[src/rtl/id_stage_pkg.sv]
// Shared RV32I decode definitions for the ID stage.
// Opcode/func codes, field slices, immediates and the ID->EX bundle.
package id_stage_pkg;

  localparam int XLEN = 32;

  localparam logic [6:0] RISCV_LUI   = 7'b0110111;
  localparam logic [6:0] AUIPC       = 7'b0010111;
  localparam logic [6:0] ALU_OP_IMM  = 7'b0010011;
  localparam logic [6:0] ALU_OP_REGS = 7'b0110011;

  localparam logic [2:0] F3_ADD = 3'b000;
  localparam logic [2:0] F3_SLL = 3'b001;
  localparam logic [2:0] F3_SR  = 3'b101;

  localparam logic [6:0] STD_OP = 7'b0000000;
  localparam logic [6:0] ALT_OP = 7'b0100000;

  typedef struct packed {
    logic [6:0]      opcode;
    logic [2:0]      func3;
    logic [6:0]      func7;
    logic [XLEN-1:0] op_a;
    logic [XLEN-1:0] op_b;
    logic [4:0]      rd;
    logic            rd_we;
    logic            illegal;
  } id_ex_t;

  function automatic logic [6:0] opcode_of(input logic [31:0] i);
    return i[6:0];
  endfunction

  function automatic logic [2:0] func3_of(input logic [31:0] i);
    return i[14:12];
  endfunction

  function automatic logic [6:0] func7_of(input logic [31:0] i);
    return i[31:25];
  endfunction

  function automatic logic [4:0] rd_of(input logic [31:0] i);
    return i[11:7];
  endfunction

  function automatic logic [4:0] rs1_of(input logic [31:0] i);
    return i[19:15];
  endfunction

  function automatic logic [4:0] rs2_of(input logic [31:0] i);
    return i[24:20];
  endfunction

  function automatic logic [XLEN-1:0] imm_u(input logic [31:0] i);
    return {i[31:12], 12'b0};
  endfunction

  function automatic logic [XLEN-1:0] imm_i(input logic [31:0] i);
    return {{20{i[31]}}, i[31:20]};
  endfunction

endpackage

[src/rtl/id_stage_if.sv]
// Fetch-side, regfile and execute-side signals of the ID stage.
// slave is the stage's view, master the surrounding pipeline's.
interface id_stage_if;
  import id_stage_pkg::*;

  logic            in_valid;
  logic            in_ready;
  logic [XLEN-1:0] in_pc;
  logic [31:0]     in_instr;

  logic [4:0]      rf_rs1_addr;
  logic [4:0]      rf_rs2_addr;
  logic [XLEN-1:0] rf_rs1_data;
  logic [XLEN-1:0] rf_rs2_data;

  logic            out_valid;
  logic            out_ready;
  logic [6:0]      out_opcode;
  logic [2:0]      out_func3;
  logic [6:0]      out_func7;
  logic [XLEN-1:0] out_op_a;
  logic [XLEN-1:0] out_op_b;
  logic [4:0]      out_rd;
  logic            out_rd_we;
  logic            out_illegal;

  modport slave (
    input  in_valid, in_pc, in_instr,
    input  rf_rs1_data, rf_rs2_data,
    input  out_ready,
    output in_ready, rf_rs1_addr, rf_rs2_addr,
    output out_valid, out_opcode, out_func3,
    output out_func7, out_op_a, out_op_b,
    output out_rd, out_rd_we, out_illegal
  );

  modport master (
    output in_valid, in_pc, in_instr,
    output rf_rs1_data, rf_rs2_data,
    output out_ready,
    input  in_ready, rf_rs1_addr, rf_rs2_addr,
    input  out_valid, out_opcode, out_func3,
    input  out_func7, out_op_a, out_op_b,
    input  out_rd, out_rd_we, out_illegal
  );

endinterface

[src/rtl/id_decode.sv]
// Combinational RV32I decode for the ALU subset.
// LUI is folded into AUIPC with a zero base operand.
module id_decode
  import id_stage_pkg::*;
(
  input  logic [XLEN-1:0] pc_i,
  input  logic [31:0]     instr_i,
  input  logic [XLEN-1:0] rs1_data_i,
  input  logic [XLEN-1:0] rs2_data_i,
  output id_ex_t          dec_o
);

  logic [6:0] opc;
  logic [2:0] f3;
  logic [6:0] f7;
  logic       shift;
  logic       legal;

  always_comb begin
    opc   = opcode_of(instr_i);
    f3    = func3_of(instr_i);
    f7    = func7_of(instr_i);
    shift = (f3 == F3_SLL) || (f3 == F3_SR);
    legal = 1'b0;

    dec_o        = '0;
    dec_o.opcode = opc;
    dec_o.func3  = f3;
    dec_o.func7  = f7;
    dec_o.rd     = rd_of(instr_i);

    unique case (1'b1)
      (opc == RISCV_LUI): begin
        legal        = 1'b1;
        dec_o.opcode = AUIPC;
        dec_o.func3  = '0;
        dec_o.func7  = '0;
        dec_o.op_b   = imm_u(instr_i);
      end
      (opc == AUIPC): begin
        legal       = 1'b1;
        dec_o.func3 = '0;
        dec_o.func7 = '0;
        dec_o.op_a  = pc_i;
        dec_o.op_b  = imm_u(instr_i);
      end
      (opc == ALU_OP_IMM) && shift: begin
        legal = (f7 == STD_OP) ||
                ((f7 == ALT_OP) && (f3 == F3_SR));
        dec_o.op_a = rs1_data_i;
        dec_o.op_b = {27'b0, instr_i[24:20]};
      end
      (opc == ALU_OP_IMM) && !shift: begin
        legal       = 1'b1;
        dec_o.func7 = '0;
        dec_o.op_a  = rs1_data_i;
        dec_o.op_b  = imm_i(instr_i);
      end
      (opc == ALU_OP_REGS): begin
        legal = (f7 == STD_OP) ||
                ((f7 == ALT_OP) &&
                 ((f3 == F3_ADD) || (f3 == F3_SR)));
        dec_o.op_a = rs1_data_i;
        dec_o.op_b = rs2_data_i;
      end
      default: legal = 1'b0;
    endcase

    // Malformed words reach EX raw, with no operands and no writeback.
    if (!legal) begin
      dec_o.opcode = opc;
      dec_o.func3  = f3;
      dec_o.func7  = f7;
      dec_o.op_a   = '0;
      dec_o.op_b   = '0;
    end
    dec_o.illegal = !legal;
    dec_o.rd_we   = legal && (dec_o.rd != 5'd0);
  end

endmodule

[src/rtl/id_stage.sv]
// ID stage: regfile read, decode and a 2-entry skid buffer.
// in_ready and every out_* signal come straight from flops.
module id_stage
  import id_stage_pkg::*;
(
  input  logic       clk,
  input  logic       reset,
  input  logic       flush,
  id_stage_if.slave  bus
);

  localparam logic [1:0] EMPTY = 2'b00;
  localparam logic [1:0] ONE   = 2'b01;
  localparam logic [1:0] TWO   = 2'b11;

  logic [1:0] state_q, state_d;
  id_ex_t     main_q, main_d;
  id_ex_t     skid_q, skid_d;
  logic       in_ready_q, in_ready_d;
  id_ex_t     dec;
  logic       accept;
  logic       drain;

  assign bus.rf_rs1_addr = rs1_of(bus.in_instr);
  assign bus.rf_rs2_addr = rs2_of(bus.in_instr);

  id_decode u_decode (
    .pc_i       (bus.in_pc),
    .instr_i    (bus.in_instr),
    .rs1_data_i (bus.rf_rs1_data),
    .rs2_data_i (bus.rf_rs2_data),
    .dec_o      (dec)
  );

  assign accept = bus.in_valid && in_ready_q;
  assign drain  = state_q[0] && bus.out_ready;

  always_comb begin
    state_d = state_q;
    main_d  = main_q;
    skid_d  = skid_q;
    if (flush) begin
      state_d = EMPTY;
    end else begin
      unique case (state_q)
        EMPTY: begin
          if (accept) begin
            state_d = ONE;
            main_d  = dec;
          end
        end
        ONE: begin
          if (accept && drain) begin
            main_d = dec;
          end else if (accept) begin
            state_d = TWO;
            skid_d  = dec;
          end else if (drain) begin
            state_d = EMPTY;
          end
        end
        TWO: begin
          if (drain) begin
            state_d = ONE;
            main_d  = skid_q;
          end
        end
        default: state_d = EMPTY;
      endcase
    end
    in_ready_d = (state_d != TWO);
  end

  always_ff @(posedge clk or posedge reset) begin
    if (reset) begin
      state_q    <= EMPTY;
      main_q     <= '0;
      skid_q     <= '0;
      in_ready_q <= 1'b1;
    end else begin
      state_q    <= state_d;
      main_q     <= main_d;
      skid_q     <= skid_d;
      in_ready_q <= in_ready_d;
    end
  end

  assign bus.in_ready    = in_ready_q;
  assign bus.out_valid   = state_q[0];
  assign bus.out_opcode  = main_q.opcode;
  assign bus.out_func3   = main_q.func3;
  assign bus.out_func7   = main_q.func7;
  assign bus.out_op_a    = main_q.op_a;
  assign bus.out_op_b    = main_q.op_b;
  assign bus.out_rd      = main_q.rd;
  assign bus.out_rd_we   = main_q.rd_we;
  assign bus.out_illegal = main_q.illegal;

endmodule

[src/flat_wrapper.sv]
// flat-port wrapper written by rule: the top's interface ports become plain ports
module id_stage_flat import id_stage_pkg::*;
  (clk, reset, flush, bus_in_valid, bus_in_pc, bus_in_instr, bus_rf_rs1_data, bus_rf_rs2_data, bus_out_ready, bus_in_ready, bus_rf_rs1_addr, bus_rf_rs2_addr, bus_out_valid, bus_out_opcode, bus_out_func3, bus_out_func7, bus_out_op_a, bus_out_op_b, bus_out_rd, bus_out_rd_we, bus_out_illegal);
  id_stage_if bus_i ();
  input  logic clk;
  input  logic reset;
  input  logic flush;
  input wire logic [$bits(bus_i.in_valid)-1:0] bus_in_valid;
  input wire logic [$bits(bus_i.in_pc)-1:0] bus_in_pc;
  input wire logic [$bits(bus_i.in_instr)-1:0] bus_in_instr;
  input wire logic [$bits(bus_i.rf_rs1_data)-1:0] bus_rf_rs1_data;
  input wire logic [$bits(bus_i.rf_rs2_data)-1:0] bus_rf_rs2_data;
  input wire logic [$bits(bus_i.out_ready)-1:0] bus_out_ready;
  output wire logic [$bits(bus_i.in_ready)-1:0] bus_in_ready;
  output wire logic [$bits(bus_i.rf_rs1_addr)-1:0] bus_rf_rs1_addr;
  output wire logic [$bits(bus_i.rf_rs2_addr)-1:0] bus_rf_rs2_addr;
  output wire logic [$bits(bus_i.out_valid)-1:0] bus_out_valid;
  output wire logic [$bits(bus_i.out_opcode)-1:0] bus_out_opcode;
  output wire logic [$bits(bus_i.out_func3)-1:0] bus_out_func3;
  output wire logic [$bits(bus_i.out_func7)-1:0] bus_out_func7;
  output wire logic [$bits(bus_i.out_op_a)-1:0] bus_out_op_a;
  output wire logic [$bits(bus_i.out_op_b)-1:0] bus_out_op_b;
  output wire logic [$bits(bus_i.out_rd)-1:0] bus_out_rd;
  output wire logic [$bits(bus_i.out_rd_we)-1:0] bus_out_rd_we;
  output wire logic [$bits(bus_i.out_illegal)-1:0] bus_out_illegal;
  assign bus_i.in_valid = bus_in_valid;
  assign bus_i.in_pc = bus_in_pc;
  assign bus_i.in_instr = bus_in_instr;
  assign bus_i.rf_rs1_data = bus_rf_rs1_data;
  assign bus_i.rf_rs2_data = bus_rf_rs2_data;
  assign bus_i.out_ready = bus_out_ready;
  assign bus_in_ready = bus_i.in_ready;
  assign bus_rf_rs1_addr = bus_i.rf_rs1_addr;
  assign bus_rf_rs2_addr = bus_i.rf_rs2_addr;
  assign bus_out_valid = bus_i.out_valid;
  assign bus_out_opcode = bus_i.out_opcode;
  assign bus_out_func3 = bus_i.out_func3;
  assign bus_out_func7 = bus_i.out_func7;
  assign bus_out_op_a = bus_i.out_op_a;
  assign bus_out_op_b = bus_i.out_op_b;
  assign bus_out_rd = bus_i.out_rd;
  assign bus_out_rd_we = bus_i.out_rd_we;
  assign bus_out_illegal = bus_i.out_illegal;
  id_stage u_core (.clk(clk), .reset(reset), .flush(flush), .bus(bus_i));
endmodule
[config.mk]
export PLATFORM = sky130hd
export DESIGN_NAME = id_stage_flat
export DESIGN_NICKNAME = d
export VERILOG_FILES = /design/src/rtl/id_stage_pkg.sv /design/src/rtl/id_stage_if.sv /design/src/rtl/id_decode.sv /design/src/rtl/id_stage.sv /design/src/flat_wrapper.sv
export SDC_FILE = /design/constraint.sdc
export NUM_CORES = 1
export LEC_CHECK = 0
export ABC_AREA = 1
export CORE_MARGIN = 3
export CORE_UTILIZATION = 35
export CTS_BUF_LIST = sky130_fd_sc_hd__clkbuf_16
export CTS_CLUSTER_SIZE = 25
export DETAILED_ROUTE_END_ITERATION = 10
export GPL_TIMING_DRIVEN = 1
export PLACE_DENSITY_LB_ADDON = 0.15
export SYNTH_ARGS = -nofsm -noshare
export SYNTH_HDL_FRONTEND = slang
export SYNTH_SLANG_ARGS = --single-unit
[constraint.sdc]
create_clock -name clk -period 5.5 [get_ports clk]
set_input_delay 0.55 -clock clk [delete_from_list [all_inputs] [get_ports clk]]
set_output_delay 0.55 -clock clk [all_outputs]
set_load 0.05 [all_outputs]
Word-level counts from Yosys, hierarchy flattened --
Index checks and enable logic that the tools add are counted.
Cells by class: bitwise operators 2, reductions and logical operators 24, mux-type cells 18, equality and inequality tests 13
Operator list (count):
- 2-to-1 mux 88 bit | 3
- one-hot mux 88 bit (3 select lines) | 1
- one-hot mux 32 bit (4 select lines) | 1
- 2-to-1 mux 81 bit | 1
- one-hot mux 32 bit (2 select lines) | 1
- equality test 7 x 6 -> 1 bit, second input constant | 3
- equality test 7 x 5 -> 1 bit, second input constant | 2
- 2-to-1 mux 7 bit | 2
- 2-to-1 mux 2 bit | 6
- logical AND 1 bit | 8
- zero test 7 bit | 1
- inequality test 2 x 1 -> 1 bit, second input constant | 3
- one-hot mux 2 bit (3 select lines) | 1
- OR reduction 3 bit | 2
- AND reduction 5 bit | 1
- nonzero test 5 bit | 1
- logical OR 1 bit | 4
- AND reduction 4 bit | 1
- equality test 3 x 1 -> 1 bit, second input constant | 1
- equality test 3 bit, second input constant | 1
- zero test 3 bit | 1
- 2-to-1 mux 3 bit | 1
- one-hot mux 1 bit (3 select lines) | 1
- nonzero test 3 bit | 1
- 7 further kinds | 9
Storage, ports and cells: word-level logic and storage cells 75, output and inout bits 100, input port bits 133, flip-flop bits (word level) 179

Depth between registers and ports, before layout --
Gate-level depths: netlist (run 1).
word-level depth 9, depth in mapped cells 14, gate-level depth less buffers 12

Hierarchy --
A second synthesis (run 1) with hierarchy kept.
Second synthesis, totals: cell total of the unflattened synthesis 1515, area, all modules 10433.8 um^2
Modules (own cells, without submodules):
- id_stage | area an instance 8469.4 um^2, instances 1, cells each 1087, sequential area each 4480.5 um^2
- id_decode | area an instance 1964.4 um^2, instances 1, cells each 428, sequential area each 0.0 um^2

Least setup slack after synthesis (run 1) --
Ideal clock, no wire load.
kind register to register, start point register u_core.state_q[0], end point register u_core.main_q, in the netlist u_core.bus.out_opcode[0], stages on the path, launching flop included 10, clock period less this slack 1.943 ns, data arrival time 1.811 ns, path buffers 2, setup time 0.132 ns, slack 3.557 ns, cell sequence dfrtp_1 -> nand2_1 -> inv_2 -> o21bai_1 -> nor2_1 -> inv_1 -> buf_2 -> clkbuf_1 -> nand2_1 -> o21ai_0
On the way: cells in the longest elaborated chain, start to end 4, elaborated cells on any way between the ends 11, classes of those cells eq/ne: 5; mux: 1; reduce/logical: 5
RTL lines:
- start, declared | line id_stage.sv:16 | logic [1:0] state_q, state_d;
- start signal, assigned | line id_stage.sv:81 | state_q <= state_d;
- logical AND 1 bit | line id_stage.sv:36 | assign drain = state_q[0] && bus.out_ready;
- logical AND 1 bit | line id_stage.sv:53 | if (accept && drain) begin
- inequality test 2 x 1 -> 1 bit (no line)
- AND reduction 5 bit (no line)
- end signal, assigned | line id_stage.sv:82 | main_q <= main_d;
- end, declared | line id_stage.sv:17 | id_ex_t main_q, main_d;
Parallel ways exist; a longest one is shown, timed or not. A chain may end at the register's enable or synchronous reset.

Worst setup path after layout (run 1) --
start point register u_core.state_q[0], end point register u_core.main_q, in the netlist u_core.bus.out_op_a[23]
The elaborated chain is that of the path after synthesis.

==> reports/metrics.yaml, run 1 <==
setup_path:
  critPathBufInv: 4
  crit_slowest_cell: "inv_4"
  max_stage_delay_ns: 0.65
  cp.required_ns: 5.82
  crit_type: "reg -> reg"
  start_kind: "flop"
  crit_path_max_fanout: 87
  arrival_ns: 3.85
  cp_top_family: "buffers and inverters"
  crit_chain: "nand2_4 -> inv_2 -> o21bai_1 -> nor2_1 -> buf_4 -> inv_4 -> buf_4 -> nor2_1 -> nand2_1 -> nand2_1"
  critPathCaptureType: "flop"
placement:
  gp_congestion: 0.800
  dp.cells: 1728
  hpwl_mm: 17.1
  io_buffers: 232
synth:
  ys_warn_count: 0
  synth_common_cells: "nand2_1, dfrtp_1, nor2_1"
  synth.cell_area_um2: 8970
  syn_avg_cell_area_um2: 7.19
  synthesis.nets: 1381
  ys.flop_type: "dfrtp_1"
  yosysUniqueCellTypes: 26
  synth_top_family_by_area: "simple AND/OR/NAND/NOR gates"
  synth_compound_area_share_pct: 8.87
  synthSimpleGateAreaFrac_pct: 34.8
  synth-async-reset-ratio_pct: 100
  ys_seq_area_share_pct: 50.0
  synth_top_cell_by_area: "dfrtp_1"
  synth_xor_area_share_pct: 0
  yosysMostFrequentCell: "nand2_1"
  syn_inst: 1248
  synth_edf_count: 0
  muxShareOfSynthArea_pct: 0
  synth_top_area_share_pct: 49.7
  yosys.area_share.adder_pct: 0
  ys_ff_latch: 179
  synthTopCellsByArea: "dfrtp_1, nand2_1, nor2_1"
detailed_routing:
  vias_per_cell: 4.70
  via_count: 8275
  drcViolationCount: 0
  postRouteAntennaNets: 0
  drt_iter0_drc: 592
  post_drt_wl_per_cell_um: 14.9
  firstDrtPassIters: 5
  routed_wirelength_mm: 26.3
global_route:
  grt_usage_pct: 19.1
  grt_pass1_wl_mm: 43.5
  gr-total-overflow: 0
  antenna_found_initial: 0
  grt_pass1_vias: 7988
  grt_max_degree: 103
clock_network:
  post_cts_resized: 0
  cts_sinks: 179
  cts_buffers: 17
  worstSkewPairLatency_ns: 0.42
  clk_pin_slew_ns: 0.07
  cts_hold_buf: 0
  post_cts_buffers: 0
  cts_root_buffer: "clkbuf_16"
  cts_tree: "built"
  cts_buffer_depth: 2
  cts.htree.levels: 4
pwr:
  vdd_drop_max_uv: 151
  powerDensity_nw_per_um2: 266
  leakagePower_nw: 6.32
run_status:
  status: "completed"
die:
  die_area_um2: 27600
  fp.coreArea_um2: 24700
  ioPinCount: 233
  rows: 57
  start_util_pct: 36.2
  die_y_um: 166
  die_w_um: 166
final_layout:
  stdcell_count: 1760
  regArea_um2: 4480
  synthToLayoutAreaGrowth_pct: 33.4
  drive_gt1_share_pct: 4.87
  num_antenna_cells: 0
  nFillCells: 2514
  final_nets: 1556
  multi_input_area_um2: 3950
sta:
  rsz0062_at_grt: "no"
  post-route-period-util_pct: 64.2
  timing.final.hold_violations: 0
  tightest_slew_ns: 1.04
  fin_setup_tns_ns: 0
  min_period_ns: 3.53
  relSlewSlack_pct: 30.3
  finalSetupViolCount: 0
  fin_worst_skew_ns: 0.00822
  fmax_ghz: 0.283
  report.final.slew_viol_count: 0
run:
  cap_violations: 0
hold_path:
  hold_path.class: "reg -> reg"
[cell type report]
class	instances	share of cell area, %
clock buffers	17	3.56
clock inverters	15	1.13
inverters	34	1.17
multi-input cells	945	33.0
flip-flops and latches	179	37.5
well taps	324	3.39
repair buffers	246	20.3
[tightest hold or removal path: cells and delay by family (launching register included)]
| kind | cells | cell delay [ns] |
|---|---|---|
| DFF | 1 | 0.35 |
| and+or+nand+nor | 2 | 0.10 |
[state kept, by name (all words and copies together), names as in the netlist]
signal and flops:
u_core.bus.in_ready 1, u_core.bus.out_func3 3, u_core.bus.out_func7 7, u_core.bus.out_illegal 1, u_core.bus.out_op_a 32, u_core.bus.out_op_b 32
u_core.bus.out_opcode 7, u_core.bus.out_rd 5, u_core.bus.out_rd_we 1, u_core.skid_q 88, u_core.state_q 2
[final timing paths]
check	start	to	slack (ns)	cells past startpoint
worst max register to register	u_core.state_q[0]	u_core.bus.out_op_a[23]	1.97	10
worst min-delay path	u_core.bus.out_op_b[11]	u_core.bus.out_op_b[11]	0.48	2
worst min register to register	u_core.bus.out_op_b[11]	u_core.bus.out_op_b[11]	0.48	2
worst max-delay path	u_core.state_q[0]	u_core.bus.out_op_a[23]	1.97	10
min in group asynchronous	reset	u_core.state_q[1]	0.66	2
max in group asynchronous	reset	u_core.bus.out_op_a[18]	3.72	3
[logic make-up after synthesis]
| kind of cell | Yosys count |
|---|---|
| and+or+nand+nor | 797 |
| buffers and inverters | 124 |
| AOI/OAI and AO/OA | 148 |
| DFF | 179 |
[through the flow]
| step | total power [mW] | setup WS [ns] | hold slack, ns | area (um2) | utilization [%] |
|---|---|---|---|---|---|
| 6_report | 3.18 | 1.97 | 0.482 | 12000 | 48.3 |
| 5_1_grt | 3.33 | 1.60 | 0.501 | 12000 | 48.3 |
| 4_1_cts | 3.22 | 1.91 | 0.484 | 12000 | 48.3 |
| 3_5_place_dp | 2.03 | 1.79 | 0.464 | 11400 | 46.1 |
| 3_3_place_gp | 2.03 | 1.85 | 0.463 | 11400 | 46.1 |
| 2_1_floorplan | 1.78 | 0.0930 | 0.447 | 8970 | - |
[placed cells by master (no fill, tap or decap)]
cell type | Yosys | final
nor2_1 | 145 | 143
nand2_4 | 1 | 3
nand2_1 | 575 | 573
inv_6 | 0 | 5
clkbuf_16 | 0 | 17
clkdlybuf4s50_1 | 0 | 232
inv_1 | 25 | 24
inv_2 | 8 | 8
inv_8 | 0 | 6
o21ai_1 | 66 | 66
nand4_1 | 2 | 2
dfstp_2 | 1 | 1
dfrtp_1 | 178 | 178
nor2_4 | 1 | 2
nand2_2 | 3 | 3
nand3_2 | 1 | 1
buf_4 | 10 | 14
clkinv_4 | 0 | 3
nand3_1 | 66 | 66
inv_4 | 1 | 2
clkinv_2 | 0 | 1
a21oi_1 | 15 | 15
o31ai_1 | 9 | 9
nor3_4 | 1 | 1
a2bb2oi_1 | 8 | 8
o21bai_1 | 1 | 1
nor2_2 | 2 | 3
o21ai_0 | 49 | 49
[routing by layer]
metal	global-route usage, %	vias to the layer above	wire (um)
met5	0	-	0
li1	-	4265	-
met3	5.64	17	1930
met1	26.2	3755	12400
met2	30.1	238	11700
met4	4.05	0	323
[power by group]
part	switching [mW]	internal [mW]	total, mW
sequential	0.0436	1.40	1.44
combinational	0.340	0.215	0.555
clock	0.582	0.602	1.18
total	0.966	2.21	3.18
No activity file was read; power rests on OpenSTA's default activity.
==> run 2: changes to the inputs <==
==> constraint.sdc (replaced) <==
create_clock -name clk -period 2.8 [get_ports clk]
set_input_delay 0.28 -clock clk [delete_from_list [all_inputs] [get_ports clk]]
set_output_delay 0.28 -clock clk [all_outputs]
set_load 0.05 [all_outputs]
==> reports/metrics.yaml, run 2 (synthesis results as in run 1) <==
sta:
  fin_setup_tns_ns: 0
  relSlewSlack_pct: 52.5
  report.final.slew_viol_count: 0
  fin_worst_skew_ns: 0.0104
  tightest_slew_ns: 0.712
  finalSetupViolCount: 0
  timing.final.hold_violations: 0
  post-route-period-util_pct: 74.0
  fmax_ghz: 0.483
  min_period_ns: 2.07
  rsz0062_at_grt: "no"
  layout_setup_ws_ns: 0.728
placement:
  dpl_worst_slack_ns: 0.420
  io_buffers: 232
  gp_congestion: 0.791
  hpwl_mm: 17.0
detailed_routing:
  vias_per_cell: 4.70
  drt_iter0_drc: 733
  drcViolationCount: 0
  dr_wl_met3_mm: 1.87
  firstDrtPassIters: 5
  wl_met1_mm: 12.4
  post_drt_wl_per_cell_um: 14.8
  postRouteAntennaNets: 0
  routed_wirelength_mm: 26.0
  highest_layer: "met5"
  wl_met2_mm: 11.5
  via_count: 8300
die:
  start_util_pct: 36.2
  die_y_um: 166
  ioPinCount: 233
  rows: 57
  die_w_um: 166
  fp.coreArea_um2: 24700
  die_area_um2: 27600
clock_network:
  clk_pin_slew_ns: 0.07
  cts_buffers: 17
  cts_sinks: 179
  post_cts_resized: 0
  cts_root_buffer: "clkbuf_16"
  cts_hold_buf: 0
  worstSkewPairLatency_ns: 0.42
  cts.htree.levels: 4
  cts_buffer_depth: 2
  post_cts_buffers: 0
  cts_tree: "built"
pwr:
  powerDensity_nw_per_um2: 535
  switching_share_pct: 28.0
  leakagePower_nw: 6.40
  p_comb_share_pct: 17.0
  vdd_drop_max_uv: 348
  p_int_mw: 4.69
  p_clk_share_pct: 39.6
  power.switching_mw: 1.82
  pwr-share-seq_pct: 43.5
global_route:
  grt_max_degree: 161
  antenna_found_initial: 1
  grt_usage_pct: 18.9
  grt_pass1_wl_mm: 43.1
  grt_pass1_vias: 8096
  gr-total-overflow: 0
final_layout:
  layout_common_cells: "nand2_1, clkdlybuf4s50_1, dfrtp_1"
  top_register: "u_core.skid_q"
  largest_register_ffs: 88
  drive_gt1_share_pct: 5.14
  layout_commonest_cell: "nand2_1"
  synthToLayoutAreaGrowth_pct: 35.6
  num_antenna_cells: 0
  final_nets: 1561
setup_path:
  crit_path_max_fanout: 66
  critPathCaptureType: "flop"
  arrival_ns: 2.38
  start_kind: "flop"
  cp.required_ns: 3.11
  crit_type: "reg -> reg"
run:
  cap_violations: 0
hold_path:
  hold_path.class: "in -> async"
run_status:
  status: "completed"
==> run 2: cell count changes in the layout (fill, tap and decap cells not counted) <==
cell and delta:
inv_6 -2, clkinv_1 +1, buf_12 +8, inv_8 -5
buf_4 -3, clkinvlp_4 +2, bufinv_16 +4
==> run 2: final cells by class <==
class | count | area [um2]
clock buffers | 17 | 425
clock inverters | 15 | 204
fillers | 2417 | 12600
inverters | 34 | 136
multi-input cells | 945 | 3950
flip-flops and latches | 179 | 4480
well taps | 324 | 405
repair buffers | 251 | 2560
==> run 2: per-layer routing <==
metal | GRT usage, % | vias to the layer above
li1 | - | 4261
met1 | 26.4 | 3778
met2 | 29.5 | 244
met3 | 5.38 | 15
met4 | 4.09 | 2
met5 | 0 | -
==> run 2: worst paths after layout <==
| kind | start | to | slack (ns) | depth (start not counted) |
|---|---|---|---|---|
| setup / recovery | u_core.state_q[0] | u_core.bus.out_op_a[17] | 0.73 | 9 |
| hold / removal | reset | u_core.state_q[1] | 0.35 | 3 |
| setup reg to reg | u_core.state_q[0] | u_core.bus.out_op_a[17] | 0.73 | 9 |
| hold reg to reg | u_core.bus.out_op_a[28] | u_core.bus.out_op_a[28] | 0.48 | 2 |
| max in group asynchronous | reset | u_core.skid_q[15] | 1.98 | 3 |
| min in group clk | bus_in_valid | u_core.state_q[1] | 0.45 | 3 |
==> run 2: power by group through the flow <==
stage	clock (mW)	combinational (mW)	sequential, mW
floorplan	0	0.364	3.13
global placement	0	1.12	2.88
detailed placement	0	1.12	2.88
CTS	2.64	1.12	2.83
global route	2.74	1.19	2.85
finish	2.58	1.10	2.83
==> run 2: critical path, cell delays in order (launching register included) <==
cell and delay [ns]:
dfrtp_1 0.44, nand2_4 0.10, inv_2 0.14, o21bai_1 0.22
nor2_1 0.11, inv_4 0.38, buf_12 0.33, nor2_1 0.07
nand2_1 0.07, nand2_1 0.05
==> run 2: through the flow <==
stage          hold WS, ns  power [mW]  instances  area [um2]  utilization [%]
3_3_place_gp         0.462        3.99       1733       11500             46.6
4_1_cts              0.384        6.59       1765       12200             49.1
6_report             0.349        6.51       1765       12200             49.1
2_1_floorplan        0.423        3.50       1248        8970                -
3_5_place_dp         0.465        4.00       1733       11500             46.6
5_1_grt              0.411        6.79       1765       12200             49.1
==> run 3: changes to the inputs <==
==> constraint.sdc (replaced) <==
create_clock -name clk -period 1.8 [get_ports clk]
set_input_delay 0.18 -clock clk [delete_from_list [all_inputs] [get_ports clk]]
set_output_delay 0.18 -clock clk [all_outputs]
set_load 0.05 [all_outputs]
==> reports/metrics.yaml, run 3 (synthesis results as in run 1) <==
setup_path:
  cp_common_cell: "nor2_2"
  crit_slowest_cell: "dfstp_2"
  max_stage_delay_ns: 0.54
  crit_path_max_fanout: 7
  crit_chain: "nand2_2 -> nor2_2 -> o21bai_1 -> nor2_2 -> inv_4 -> buf_12 -> clkbuf_16 -> a21oi_1 -> a2bb2oi_1"
  start_kind: "flop"
  arrival_ns: 2.05
  crit_type: "reg -> reg"
  critPathCaptureType: "flop"
  cp.required_ns: 2.12
pwr:
  vdd_drop_max_uv: 480
  p_int_mw: 6.96
  switching_share_pct: 29.9
  p_comb_share_pct: 18.3
  power.switching_mw: 2.97
  pwr-share-seq_pct: 44.4
  power_mw: 9.93
  p_clk_share_pct: 37.3
  powerDensity_nw_per_um2: 779
  leakagePower_nw: 7.43
final_layout:
  num_antenna_cells: 0
  layout_commonest_cell: "nand2_1"
  multi_input_area_um2: 3970
  largest_register_ffs: 88
  nFillCells: 2465
  final_nets: 1614
  regArea_um2: 4480
  layout_common_cells: "nand2_1, dfrtp_1, nor2_1"
  stdcell_count: 1818
  synthToLayoutAreaGrowth_pct: 42.0
  top_register: "u_core.skid_q"
  final_util_pct: 51.5
  drive_gt1_share_pct: 11.4
sta:
  tightest_slew_ns: 0.710
  report.final.slew_viol_count: 0
  rsz0062_at_grt: "yes"
  fin_worst_skew_ns: 0.00992
  timing.final.hold_violations: 0
  finalSetupViolCount: 0
  relSlewSlack_pct: 52.6
  fin_hold_ws_ns: 0.371
  min_period_ns: 1.73
  post-route-period-util_pct: 96.3
  fmax_ghz: 0.577
detailed_routing:
  firstDrtPassIters: 5
  postRouteAntennaNets: 0
  post_drt_wl_per_cell_um: 14.9
  via_count: 8529
  wl_met1_mm: 12.6
  routed_wirelength_mm: 27.1
  dr_wl_met3_mm: 1.91
  drcViolationCount: 0
  highest_layer: "met4"
  vias_per_cell: 4.69
  drt_iter0_drc: 638
  wl_met2_mm: 12.4
placement:
  dp.cells: 1780
  hpwl_mm: 18.4
  io_buffers: 232
  gp_congestion: 0.820
global_route:
  grt_max_degree: 161
  grt_pass1_vias: 8339
  grt_usage_pct: 19.6
  gr-total-overflow: 0
  grt_pass1_wl_mm: 44.4
  antenna_found_initial: 0
clock_network:
  clk_pin_slew_ns: 0.07
  cts_sinks: 179
  cts_buffer_depth: 2
  cts_buffers: 17
  worstSkewPairLatency_ns: 0.43
  cts.htree.levels: 4
  cts_root_buffer: "clkbuf_16"
  cts_tree: "built"
die:
  die_y_um: 166
  start_util_pct: 36.2
  ioPinCount: 233
  die_area_um2: 27600
  fp.coreArea_um2: 24700
  rows: 57
  die_w_um: 166
run_status:
  status: "completed"
run:
  cap_violations: 0
hold_path:
  hold_path.class: "in -> reg"
==> run 3: changes by cell type in the layout (fill, tap and decap cells not counted), sizes merged, moves of 2 or more <==
cell           change
dlygate4sd2       +35
dlymetal6s2s      +31
clkinvlp           +2
clkdlybuf4s50    -100
buf               +85
clkinv             +2
bufinv             -3
==> run 3: stage by stage <==
step / setup slack [ns] / cell area, um2 / setup TNS [ns]
final: 0.0668 / 12700 / 0
after CTS: 0.00101 / 12600 / 0
after detailed placement: -0.261 / 12000 / -27.08
after floorplan: -0.674 / 8970 / -131.23
after global placement: -0.285 / 12000 / -30.94
after global routing: -0.0443 / 12700 / -0.539
==> run 3: final cells by class <==
type                       instances  area share, %
timing repair buffer             304           24.8
clock inverter                    15           1.22
sequential                       179           35.2
clock buffer                      17           3.34
inverter                          34           1.07
multi-input combinational        945           31.2
tap                              324           3.18
==> run 3: power by group through the flow <==
stage	Clock [mW]	Combinational (mW)	Sequential, mW
final	3.70	1.82	4.41
after global routing	3.98	1.96	4.43
after CTS	3.81	1.82	4.41
after detailed placement	0	1.84	4.48
after global placement	0	1.83	4.47
after floorplan	0	0.567	4.87
==> run 3: critical path: cells and delay by family, from the launching register on <==
kind / cells / cell delay (ns)
and+or+nand+nor: 3 / 0.39
DFF: 1 / 0.54
AOI/OAI and AO/OA: 3 / 0.29
buffers and inverters: 3 / 0.40
==> run 3: final timing paths <==
check	endpoint	slack [ns]	start	cells past startpoint
setup / recovery	u_core.bus.out_func7[3]	0.07	u_core.bus.in_ready	9
hold / removal	u_core.skid_q[5]	0.37	bus_in_instr[10]	3
setup reg to reg	u_core.bus.out_func7[3]	0.07	u_core.bus.in_ready	9
hold reg to reg	u_core.bus.out_op_b[19]	0.47	u_core.bus.out_op_b[19]	2
max in group asynchronous	u_core.skid_q[10]	0.56	reset	5
min in group asynchronous	u_core.state_q[0]	0.56	reset	3
==> run 3: repair_timing <==
| item | 4_1_cts | 5_1_grt |
|---|---|---|
| resized for setup | 36 | 41 |
| buffers inserted | 0 | 4 |
| pin swaps | 0 | 6 |
| setup endpoints to repair | 46 | 63 |
| cloned | 0 | 1 |
| hold buffers | 1 | 0 |
| endpoints found under the hold margin | 2 | 0 |
==> run 3: layer usage <==
layer  up-vias  global-route usage (%)
met5         -                       0
met4         0                    3.73
met3        13                    5.26
met2       248                    31.2
met1      3893                    27.2
li1       4375                       -
